`config.mk`:
```
export PLATFORM = sky130hd
export DESIGN_NAME = spi_ram_bridge_flat
export DESIGN_NICKNAME = d
export VERILOG_FILES = /design/src/rtl/spi_ram_bridge_if.sv /design/src/rtl/spi_ram_bridge.sv /design/src/flat_wrapper.sv
export SDC_FILE = /design/constraint.sdc
export NUM_CORES = 1
export LEC_CHECK = 0
export CAP_MARGIN = 20
export CORE_ASPECT_RATIO = 0.75
export CORE_MARGIN = 3
export CORE_UTILIZATION = 50
export DETAILED_ROUTE_END_ITERATION = 7
export GPL_ROUTABILITY_DRIVEN = 0
export PLACE_DENSITY = 0.73
export RECOVER_POWER = 50
export SLEW_MARGIN = 5
export SYNTH_ARGS = -nofsm -noshare
export SYNTH_HDL_FRONTEND = slang
export SYNTH_SLANG_ARGS = --single-unit
```
`constraint.sdc`:
```
create_clock -name clk_system -period 4.6 [get_ports clk_system]
set_input_delay 1.38 -clock clk_system [delete_from_list [all_inputs] [get_ports clk_system]]
set_output_delay 1.38 -clock clk_system [all_outputs]
set_load 0.05 [all_outputs]
```
`src/rtl/spi_ram_bridge_if.sv`:
```
// SPI pins and RAM strobe port of spi_ram_bridge.
// The bridge uses the master view; the SPI host and RAM side use the slave view.
interface spi_ram_bridge_if;
    logic       spi_sclk;
    logic       spi_cs_n;
    logic       spi_mosi;
    logic       spi_miso;
    logic [7:0] ram_rd_addr;
    logic       ram_rd;
    logic [7:0] ram_wr_addr;
    logic       ram_wr;
    logic [7:0] ram_wr_data;
    logic [7:0] ram_rd_data;
    logic       busy;
    logic       err;

    modport master (
        input  spi_sclk, spi_cs_n, spi_mosi, ram_rd_data,
        output spi_miso, ram_rd_addr, ram_rd, ram_wr_addr, ram_wr, ram_wr_data, busy, err
    );

    modport slave (
        output spi_sclk, spi_cs_n, spi_mosi, ram_rd_data,
        input  spi_miso, ram_rd_addr, ram_rd, ram_wr_addr, ram_wr, ram_wr_data, busy, err
    );
endinterface

```
`src/rtl/spi_ram_bridge.sv`:
```
// SPI mode-0 slave giving byte access to a 256x8 RAM through single-cycle rd/wr strobes.
// Optional write protection of addresses >= PROTECT_BASE: define SPI_BRIDGE_WR_PROTECT_EN.
//
// state  | meaning
// IDLE   | waiting for synchronized CS to fall
// CMD    | shifting in the opcode byte
// ADDR   | shifting in the address byte
// WDATA  | shifting in write data, one RAM write per byte
// RDATA  | shifting out read data, prefetching the next byte
// IGNORE | illegal opcode, wait for CS to rise
module spi_ram_bridge #(
    parameter logic [7:0] PROTECT_BASE = 8'hC0
) (
    input logic              clk_system,
    input logic              reset,
    spi_ram_bridge_if.master bus
);
    typedef enum logic [2:0] {IDLE, CMD, ADDR, WDATA, RDATA, IGNORE} state_t;

    state_t     state, state_nxt;
    logic [2:0] sclk_ff;
    logic [1:0] cs_ff, mosi_ff;
    logic       cs_s, mosi_s, sclk_rise, sclk_fall;
    logic       armed, shifting, byte_done, frame_start, cmd_ok, prot;
    logic [2:0] bit_cnt;
    logic [6:0] rx_sh;
    logic [7:0] rx_byte, addr, wr_byte, tx_sh;
    logic       rd_frame, wr_pend, rd_pend, cap_pend;

    assign cs_s      = cs_ff[1];
    assign mosi_s    = mosi_ff[1];
    assign sclk_rise = sclk_ff[1] & ~sclk_ff[2];
    assign sclk_fall = ~sclk_ff[1] & sclk_ff[2];
    assign rx_byte   = {rx_sh, mosi_s};
    assign cmd_ok    = (rx_byte == 8'h02) || (rx_byte == 8'h03);
    assign shifting  = !cs_s && (state inside {CMD, ADDR, WDATA, RDATA});
    assign byte_done = shifting && sclk_rise && (bit_cnt == 3'd7);
    assign frame_start = (state == IDLE) && (state_nxt == CMD);

`ifdef SPI_BRIDGE_WR_PROTECT_EN
    assign prot = (addr >= PROTECT_BASE);
`else
    // Protection compiled out; the term only keeps PROTECT_BASE referenced.
    assign prot = 1'b0 && (addr >= PROTECT_BASE);
`endif

    // armed is set once CS has been seen high, so a reset mid-frame waits for a fresh CS fall
    assign bus.busy     = armed && !cs_s;
    assign bus.spi_miso = (state == RDATA) && !bus.spi_cs_n && tx_sh[7];

    always_ff @(posedge clk_system or posedge reset) begin
        if (reset) state <= IDLE;
        else       state <= state_nxt;
    end

    always_comb begin
        state_nxt = state;
        if (state != IDLE && cs_s) begin
            state_nxt = IDLE;
        end else begin
            case (state)
                IDLE:    if (armed && !cs_s) state_nxt = CMD;
                CMD:     if (byte_done) state_nxt = cmd_ok ? ADDR : IGNORE;
                ADDR:    if (byte_done) state_nxt = rd_frame ? RDATA : WDATA;
                default: state_nxt = state;
            endcase
        end
    end

    always_ff @(posedge clk_system or posedge reset) begin
        if (reset) begin
            sclk_ff         <= '0;
            cs_ff           <= '0;
            mosi_ff         <= '0;
            armed           <= 1'b0;
            bit_cnt         <= '0;
            rx_sh           <= '0;
            addr            <= '0;
            wr_byte         <= '0;
            tx_sh           <= '0;
            rd_frame        <= 1'b0;
            wr_pend         <= 1'b0;
            rd_pend         <= 1'b0;
            cap_pend        <= 1'b0;
            bus.ram_rd      <= 1'b0;
            bus.ram_wr      <= 1'b0;
            bus.ram_rd_addr <= '0;
            bus.ram_wr_addr <= '0;
            bus.ram_wr_data <= '0;
            bus.err         <= 1'b0;
        end else begin
            sclk_ff    <= {sclk_ff[1:0], bus.spi_sclk};
            cs_ff      <= {cs_ff[0], bus.spi_cs_n};
            mosi_ff    <= {mosi_ff[0], bus.spi_mosi};
            bus.ram_rd <= 1'b0;
            bus.ram_wr <= 1'b0;
            wr_pend    <= 1'b0;
            rd_pend    <= 1'b0;
            cap_pend   <= bus.ram_rd;
            if (cs_s) armed <= 1'b1;
            if (frame_start) begin
                bit_cnt <= '0;
                tx_sh   <= '0;
                bus.err <= 1'b0;
            end
            if (shifting && sclk_rise) begin
                bit_cnt <= bit_cnt + 3'd1;
                rx_sh   <= rx_byte[6:0];
            end
            if (byte_done) begin
                case (state)
                    CMD: begin
                        rd_frame <= (rx_byte == 8'h03);
                        if (!cmd_ok) bus.err <= 1'b1;
                    end
                    ADDR: begin
                        addr    <= rx_byte;
                        rd_pend <= rd_frame;
                    end
                    WDATA: begin
                        wr_byte <= rx_byte;
                        wr_pend <= 1'b1;
                    end
                    RDATA:   rd_pend <= 1'b1;
                    default: rd_pend <= 1'b0;
                endcase
            end
            // Address advances even for a protected byte so later bytes stay aligned
            if (wr_pend) begin
                bus.ram_wr_addr <= addr;
                bus.ram_wr_data <= wr_byte;
                addr            <= addr + 8'd1;
                if (prot) bus.err    <= 1'b1;
                else      bus.ram_wr <= 1'b1;
            end
            if (rd_pend) begin
                bus.ram_rd      <= 1'b1;
                bus.ram_rd_addr <= addr;
                addr            <= addr + 8'd1;
            end
            // A fall with bit_cnt==0 trails the previous byte's last bit and must not shift
            if (cap_pend && state == RDATA)
                tx_sh <= bus.ram_rd_data;
            else if (sclk_fall && state == RDATA && !cs_s && bit_cnt != 3'd0)
                tx_sh <= {tx_sh[6:0], 1'b0};
        end
    end
endmodule

```
`src/flat_wrapper.sv`:
```
// flat-port wrapper written by rule: the top's interface ports become plain ports
module spi_ram_bridge_flat 
#(
    parameter logic [7:0] PROTECT_BASE = 8'hC0
)
  (clk_system, reset, bus_spi_sclk, bus_spi_cs_n, bus_spi_mosi, bus_ram_rd_data, bus_spi_miso, bus_ram_rd_addr, bus_ram_rd, bus_ram_wr_addr, bus_ram_wr, bus_ram_wr_data, bus_busy, bus_err);
  spi_ram_bridge_if bus_i ();
  input logic clk_system;
  input logic reset;
  input wire logic [$bits(bus_i.spi_sclk)-1:0] bus_spi_sclk;
  input wire logic [$bits(bus_i.spi_cs_n)-1:0] bus_spi_cs_n;
  input wire logic [$bits(bus_i.spi_mosi)-1:0] bus_spi_mosi;
  input wire logic [$bits(bus_i.ram_rd_data)-1:0] bus_ram_rd_data;
  output wire logic [$bits(bus_i.spi_miso)-1:0] bus_spi_miso;
  output wire logic [$bits(bus_i.ram_rd_addr)-1:0] bus_ram_rd_addr;
  output wire logic [$bits(bus_i.ram_rd)-1:0] bus_ram_rd;
  output wire logic [$bits(bus_i.ram_wr_addr)-1:0] bus_ram_wr_addr;
  output wire logic [$bits(bus_i.ram_wr)-1:0] bus_ram_wr;
  output wire logic [$bits(bus_i.ram_wr_data)-1:0] bus_ram_wr_data;
  output wire logic [$bits(bus_i.busy)-1:0] bus_busy;
  output wire logic [$bits(bus_i.err)-1:0] bus_err;
  assign bus_i.spi_sclk = bus_spi_sclk;
  assign bus_i.spi_cs_n = bus_spi_cs_n;
  assign bus_i.spi_mosi = bus_spi_mosi;
  assign bus_i.ram_rd_data = bus_ram_rd_data;
  assign bus_spi_miso = bus_i.spi_miso;
  assign bus_ram_rd_addr = bus_i.ram_rd_addr;
  assign bus_ram_rd = bus_i.ram_rd;
  assign bus_ram_wr_addr = bus_i.ram_wr_addr;
  assign bus_ram_wr = bus_i.ram_wr;
  assign bus_ram_wr_data = bus_i.ram_wr_data;
  assign bus_busy = bus_i.busy;
  assign bus_err = bus_i.err;
  spi_ram_bridge #(.PROTECT_BASE(PROTECT_BASE)) u_core (.clk_system(clk_system), .reset(reset), .bus(bus_i));
endmodule
```
==> flow_summary.yaml, run 1 <==
timing:
  max_slew_margin: -0.215
  rsz0062_at_grt: "no"
  setup_viol: 0
  finalHoldViolations: 0
  clock_skew_ps: 12.0
  min_period_ps: 3730
  worst_slack_ps: 874
  period_share: 0.810
  tightest_slew_ps: 1820
  slew_violations: 77
  max_freq_mhz: 268
  fin_setup_tns_ps: 0
critical_path:
  endpoint_kind: "output port"
  reg2reg_depth: 5
  arrival_ps: 2350
  crit_path_max_fanout: 2
  crit_required_ps: 3220
  start_kind: "primary input"
  reg2reg_from: "u_core.bit_cnt[0]$_DFFE_PP0P_"
  r2r-end: "u_core.wr_byte[2]$_DFFE_PP0P_"
  critPathKind: "primary input to output port"
  rrSetupSlack_ps: 2570
route:
  via_count: 2035
  final_antenna_net_count: 0
  drc_errors: 0
  vias_per_cell: 5.46
  drtIter0Drc: 151
  routed_wirelength_um: 5890
  dr.pass1.iters: 4
  post_drt_wl_per_cell_um: 15.8
synthesis:
  yosys_most_used_dff: "dfrtp_1"
  ys_ff_latch: 76
  synth_top_cell_area_share: 0.588
  syn_nets: 268
  synthCells: 251
  ys_top_cells_by_area: "dfrtp_1 (59%), mux2_2 (11%), mux2i_1 (3.4%)"
  synth.largest_area_cell: "dfrtp_1"
  async_flop_share: 1.00
  ys_seq_area_frac: 0.588
  synth_edf_count: 0
  syn_area_um2: 3240
  yosysWarnings: 0
  avgSynthCellArea_um2: 12.9
  yosysUniqueCellTypes: 48
global_routing:
  antenna_found_initial: 0
  grt_pass1_vias: 1927
  grt_overflow: 0
  grt_pass1_wl_um: 9790
  grt_util_all_layers: 0.169
  grt_max_degree: 77
cts:
  clock_latency_ps: 360
  cts_made_buffers: 9
  cts.sinks: 76
  clockBufferDepth: 2
  hold_buffers: 0
  cts_max_level: 3
  cts_tree: "built"
  cts_resized: 0
  root_buffer: "clkbuf_8"
  post-cts-setup-buffers: 0
  clk_pin_slew_ps: 80
outcome:
  violations: "max-capacitance violations, max-slew violations"
  status: "finished, violations left"
worst_hold_path:
  worstHoldStart: "u_core.sclk_ff[0]$_DFF_PP0_"
  worstHoldPathCells: 0
  hold_path_end: "u_core.sclk_ff[1]$_DFF_PP0_"
  hp-class: "register to register"
layout:
  num_antenna_cells: 0
  layout-area-overhead-vs-synth_pct: 18.7
  drive_above_1_share: 0.193
  regArea_um2: 1900
  final_cell_mix: "dfrtp_1 (76), clkdlybuf4s50_1 (36), mux2_2 (31)"
  multiInputGateArea_um2: 1210
  num-nets-final: 307
  fill_cells: 476
  final_common_cell: "dfrtp_1"
place:
  port_buffers: 41
  pre_cts_slack_ps: 1020
  hpwl_um: 3950
die:
  die_area_um2: 7490
  dieWidth_um: 98.9
  initial_utilization: 0.536
  top_level_ports: 42
  coreArea_um2: 6040
  die_height_um: 75.7
  rows: 24
power_and_ir_drop:
  p_leak_nw: 1.76
  ir_worst_vdd_mv: 0.188
  power_density_nw_per_um2: 328
run:
  maxCapViolations: 1
==> synthesized netlist by cell type, types with 2 or more instances <==
cell type / instances
mux2_2: 31
a41oi_1: 2
and3_1: 2
nor2b_1: 2
nand2b_1: 2
nand4_1: 2
o211ai_1: 8
ha_1: 4
o22ai_1: 4
nor3_1: 2
clkbuf_1: 2
a21oi_1: 9
buf_6: 4
dfrtp_1: 76
or2_2: 2
buf_2: 7
o221a_2: 2
a31oi_1: 3
nor2_1: 17
nand2_1: 11
mux2_1: 8
inv_1: 6
mux2i_1: 11
o21ai_0: 9
nor3b_1: 2
==> logic make-up (layout without fill, tap and decap cells) <==
kind of cell	Yosys count	count (layout)	share of synthesized area
AO/OA/AOI/OAI	48	48	0.102
flip-flops	76	76	0.588
adder cells (fa/ha/maj)	4	4	0.0155
AND/OR/NAND/NOR	53	53	0.0901
buffers and inverters	20	64	0.0352
multiplexers	50	50	0.170
==> metal layers <==
| metal | up-vias | routed length, um | GRT usage |
|---|---|---|---|
| li1 | 993 | - | - |
| met1 | 982 | 3080 | 0.263 |
| met5 | - | 0 | 0 |
| met3 | 9 | 327 | 0.0586 |
| met2 | 51 | 2400 | 0.214 |
| met4 | 0 | 80 | 0.0621 |
==> sequential cells by signal, summed over array words and instances, names as in the netlist <==
signal / count
u_core.rd_frame: 1
u_core.cap_pend: 1
u_core.tx_sh: 8
u_core.wr_byte: 8
u_core.addr: 8
u_core.rd_pend: 1
u_core.bus.ram_wr_addr: 8
u_core.bus.ram_wr: 1
u_core.bus.ram_rd_addr: 8
u_core.bus.ram_rd: 1
u_core.wr_pend: 1
u_core.bit_cnt: 3
u_core.bus.err: 1
u_core.sclk_ff: 3
u_core.state: 3
u_core.mosi_ff: 2
u_core.bus.ram_wr_data: 8
u_core.armed: 1
u_core.rx_sh: 7
u_core.cs_ff: 2
==> critical path, cell delays in order <==
cell           delay [ps]
dlygate4sd3_1         550
nor3b_1               180
buf_4                 230
==> report_power, final <==
group          leakage, nW  switching [mW]  total [mW]  internal, mW
Sequential            1.04          0.0183       0.699         0.680
Clock               0.0958           0.254       0.507         0.253
Combinational        0.625          0.0324      0.0563        0.0239
Total                 1.76           0.305        1.26         0.957
==> cell type report <==
| type | count | share of cell area |
|---|---|---|
| Sequential cell | 76 | 0.495 |
| Multi-Input combinational cell | 155 | 0.314 |
| Inverter | 6 | 0.00586 |
| Tap cell | 78 | 0.0254 |
| Clock buffer | 9 | 0.0322 |
| Clock inverter | 7 | 0.0199 |
| Timing Repair Buffer | 42 | 0.107 |
==> worst max-delay path by stage <==
stage	start	end	slack, ps	cells after the start
2_1_floorplan	bus_spi_cs_n	bus_spi_miso	700	1
6_report	bus_spi_cs_n	bus_spi_miso	870	3
3_5_place_dp	bus_spi_cs_n	bus_spi_miso	1020	3
3_3_place_gp	bus_spi_cs_n	bus_spi_miso	1020	3
4_1_cts	bus_spi_cs_n	bus_spi_miso	1000	3
5_1_grt	bus_spi_cs_n	bus_spi_miso	850	3
==> stage by stage <==
stage | utilization | total power, mW | hold WS (ps) | std cells | instance area, um^2
final | 0.636 | 1.26 | 352 | 373 | 3840
after CTS | 0.639 | 1.28 | 354 | 373 | 3860
after global routing | 0.636 | 1.31 | 369 | 373 | 3840
after global placement | 0.606 | 0.768 | 334 | 357 | 3660
after floorplan | - | 0.745 | 331 | 251 | 3240
after detailed placement | 0.606 | 0.771 | 336 | 357 | 3660
No activity file was read; power rests on OpenSTA's default activity.
==> run 2, diff against run 1 <==
--- a/config.mk
+++ b/config.mk
@@ -8,10 +8,10 @@
 export CAP_MARGIN = 20
 export CORE_ASPECT_RATIO = 0.75
 export CORE_MARGIN = 3
-export CORE_UTILIZATION = 50
+export CORE_UTILIZATION = 49
 export DETAILED_ROUTE_END_ITERATION = 7
 export GPL_ROUTABILITY_DRIVEN = 0
-export PLACE_DENSITY = 0.73
+export PLACE_DENSITY = 0.75
 export RECOVER_POWER = 50
 export SLEW_MARGIN = 5
 export SYNTH_ARGS = -nofsm -noshare
==> constraint.sdc (replaced) <==
create_clock -name clk_system -period 3.4 [get_ports clk_system]
set_input_delay 1.02 -clock clk_system [delete_from_list [all_inputs] [get_ports clk_system]]
set_output_delay 1.02 -clock clk_system [all_outputs]
set_load 0.05 [all_outputs]
==> run 2 against run 1 <==
The flow still finishes with violations (max-capacitance violations, max-slew violations). Routed wire length shrank 0.31%. Sequential share of layout area shrank 0.98 points. Setup slack lost 610 ps. Total power rose by 47%. Critical path type unchanged. Critical endpoint unchanged.
==> flow_summary.yaml, run 2 (same netlist as run 1, synthesis figures left out) <==
route:
  via_count: 2092
  drtIter0Drc: 149
  wl_met1_um: 2860
  final_antenna_net_count: 0
  post_drt_wl_per_cell_um: 15.7
  drc_errors: 0
  dr.pass1.iters: 4
  vias_per_cell: 5.61
  routed_wirelength_um: 5870
  routed.top_layer: "met4"
  wl_met3_um: 344
  dr_wl_met2_um: 2620
die:
  top_level_ports: 42
  die_height_um: 76.4
  die_area_um2: 7630
  dieWidth_um: 99.9
  coreArea_um2: 6100
  initial_utilization: 0.531
  rows: 24
layout:
  final_common_cell: "dfrtp_1"
  final_cell_mix: "dfrtp_1 (76), clkdlybuf4s50_1 (36), mux2_2 (31)"
  finish.instance_area_um2: 3920
  num_antenna_cells: 0
  drive_above_1_share: 0.200
  layout-area-overhead-vs-synth_pct: 21.1
  num-nets-final: 307
  instances_no_fill: 373
critical_path:
  arrival_ps: 2120
  slowest_stage: "dlygate4sd3_1"
  crit_required_ps: 2380
  critPathKind: "primary input to output port"
  crit_chain: "dlygate4sd3_1, nor3b_1, buf_12"
  crit_family: "buffers and inverters"
  slowest_delay_ps: 560
  start_kind: "primary input"
  crit_path_max_fanout: 2
  critPathBufInv: 2
  endpoint_kind: "output port"
place:
  hpwl_um: 3850
  placedInstanceArea_um2: 3680
  place_inst: 357
  port_buffers: 41
cts:
  cts_max_level: 3
  cts_resized: 0
  cts.sinks: 76
  cts_made_buffers: 9
  clockBufferDepth: 2
  post-cts-setup-buffers: 0
  hold_buffers: 0
  clock_latency_ps: 340
  root_buffer: "clkbuf_8"
  cts_tree: "built"
  clk_pin_slew_ps: 70
run:
  maxCapViolations: 1
global_routing:
  grt_max_degree: 77
  grt_overflow: 0
  grt_util_all_layers: 0.170
  grt_pass1_vias: 2107
  grt_pass1_wl_um: 10300
  antenna_found_initial: 0
timing:
  tightest_slew_ps: 1800
  rsz0062_at_grt: "no"
  min_period_ps: 3140
  fin_setup_tns_ps: 0
  max_slew_margin: -0.200
  slew_violations: 77
  setup_viol: 0
  max_freq_mhz: 318
  clock_skew_ps: 7.32
  finalHoldViolations: 0
  period_share: 0.924
power_and_ir_drop:
  power_density_nw_per_um2: 474
  ir_worst_vdd_mv: 0.253
  p_leak_nw: 1.79
worst_hold_path:
  hp-class: "register to register"
outcome:
  status: "finished, violations left"
  violations: "max-capacitance violations, max-slew violations"
-- run 2: metrics by stage --
stage | total power [mW] | hold slack, ps | setup slack (ps) | utilization
after CTS | 1.88 | 351 | 376 | 0.645
after floorplan | 1.01 | 331 | 216 | -
after detailed placement | 1.04 | 335 | 398 | 0.604
after global placement | 1.04 | 335 | 420 | 0.604
final | 1.86 | 350 | 259 | 0.643
after global routing | 1.93 | 353 | 194 | 0.643
-- run 2: power breakdown --
| group | total (mW) | internal (mW) | leakage [nW] | switching [mW] |
|---|---|---|---|---|
| clock | 0.836 | 0.527 | 0.127 | 0.309 |
| sequential | 0.945 | 0.921 | 1.04 | 0.0244 |
| combinational | 0.0765 | 0.0325 | 0.625 | 0.0440 |
| total | 1.86 | 1.48 | 1.79 | 0.378 |
-- run 2: worst paths after layout --
| kind | to | start | cells past startpoint | slack (ps) |
|---|---|---|---|---|
| max | bus_spi_miso | bus_spi_cs_n | 3 | 260 |
| min | u_core.mosi_ff[1]$_DFF_PP0_ | u_core.mosi_ff[0]$_DFF_PP0_ | 0 | 350 |
| max reg2reg | u_core.wr_byte[0]$_DFFE_PP0P_ | u_core.bit_cnt[0]$_DFFE_PP0P_ | 5 | 1400 |
| min reg2reg | u_core.mosi_ff[1]$_DFF_PP0_ | u_core.mosi_ff[0]$_DFF_PP0_ | 0 | 350 |
| max in group asynchronous | u_core.bus.ram_rd_addr[3]$_DFFE_PP0P_ | reset | 3 | 590 |
| min in group asynchronous | u_core.sclk_ff[0]$_DFF_PP0_ | reset | 3 | 1760 |
-- run 2: routing by layer --
metal  up-vias  GRT usage
met4         0     0.0491
li1        985          -
met1      1043      0.242
met5         -          0
met2        60      0.238
met3         4     0.0704
-- run 2: area by class of cell --
cell class | count | area (um^2)
Inverter | 6 | 22.5
Sequential cell | 76 | 1900
Fill cell | 464 | 2180
Clock buffer | 12 | 155
Clock inverter | 4 | 95.1
Multi-Input combinational cell | 155 | 1220
Timing Repair Buffer | 42 | 425
Tap cell | 78 | 97.6
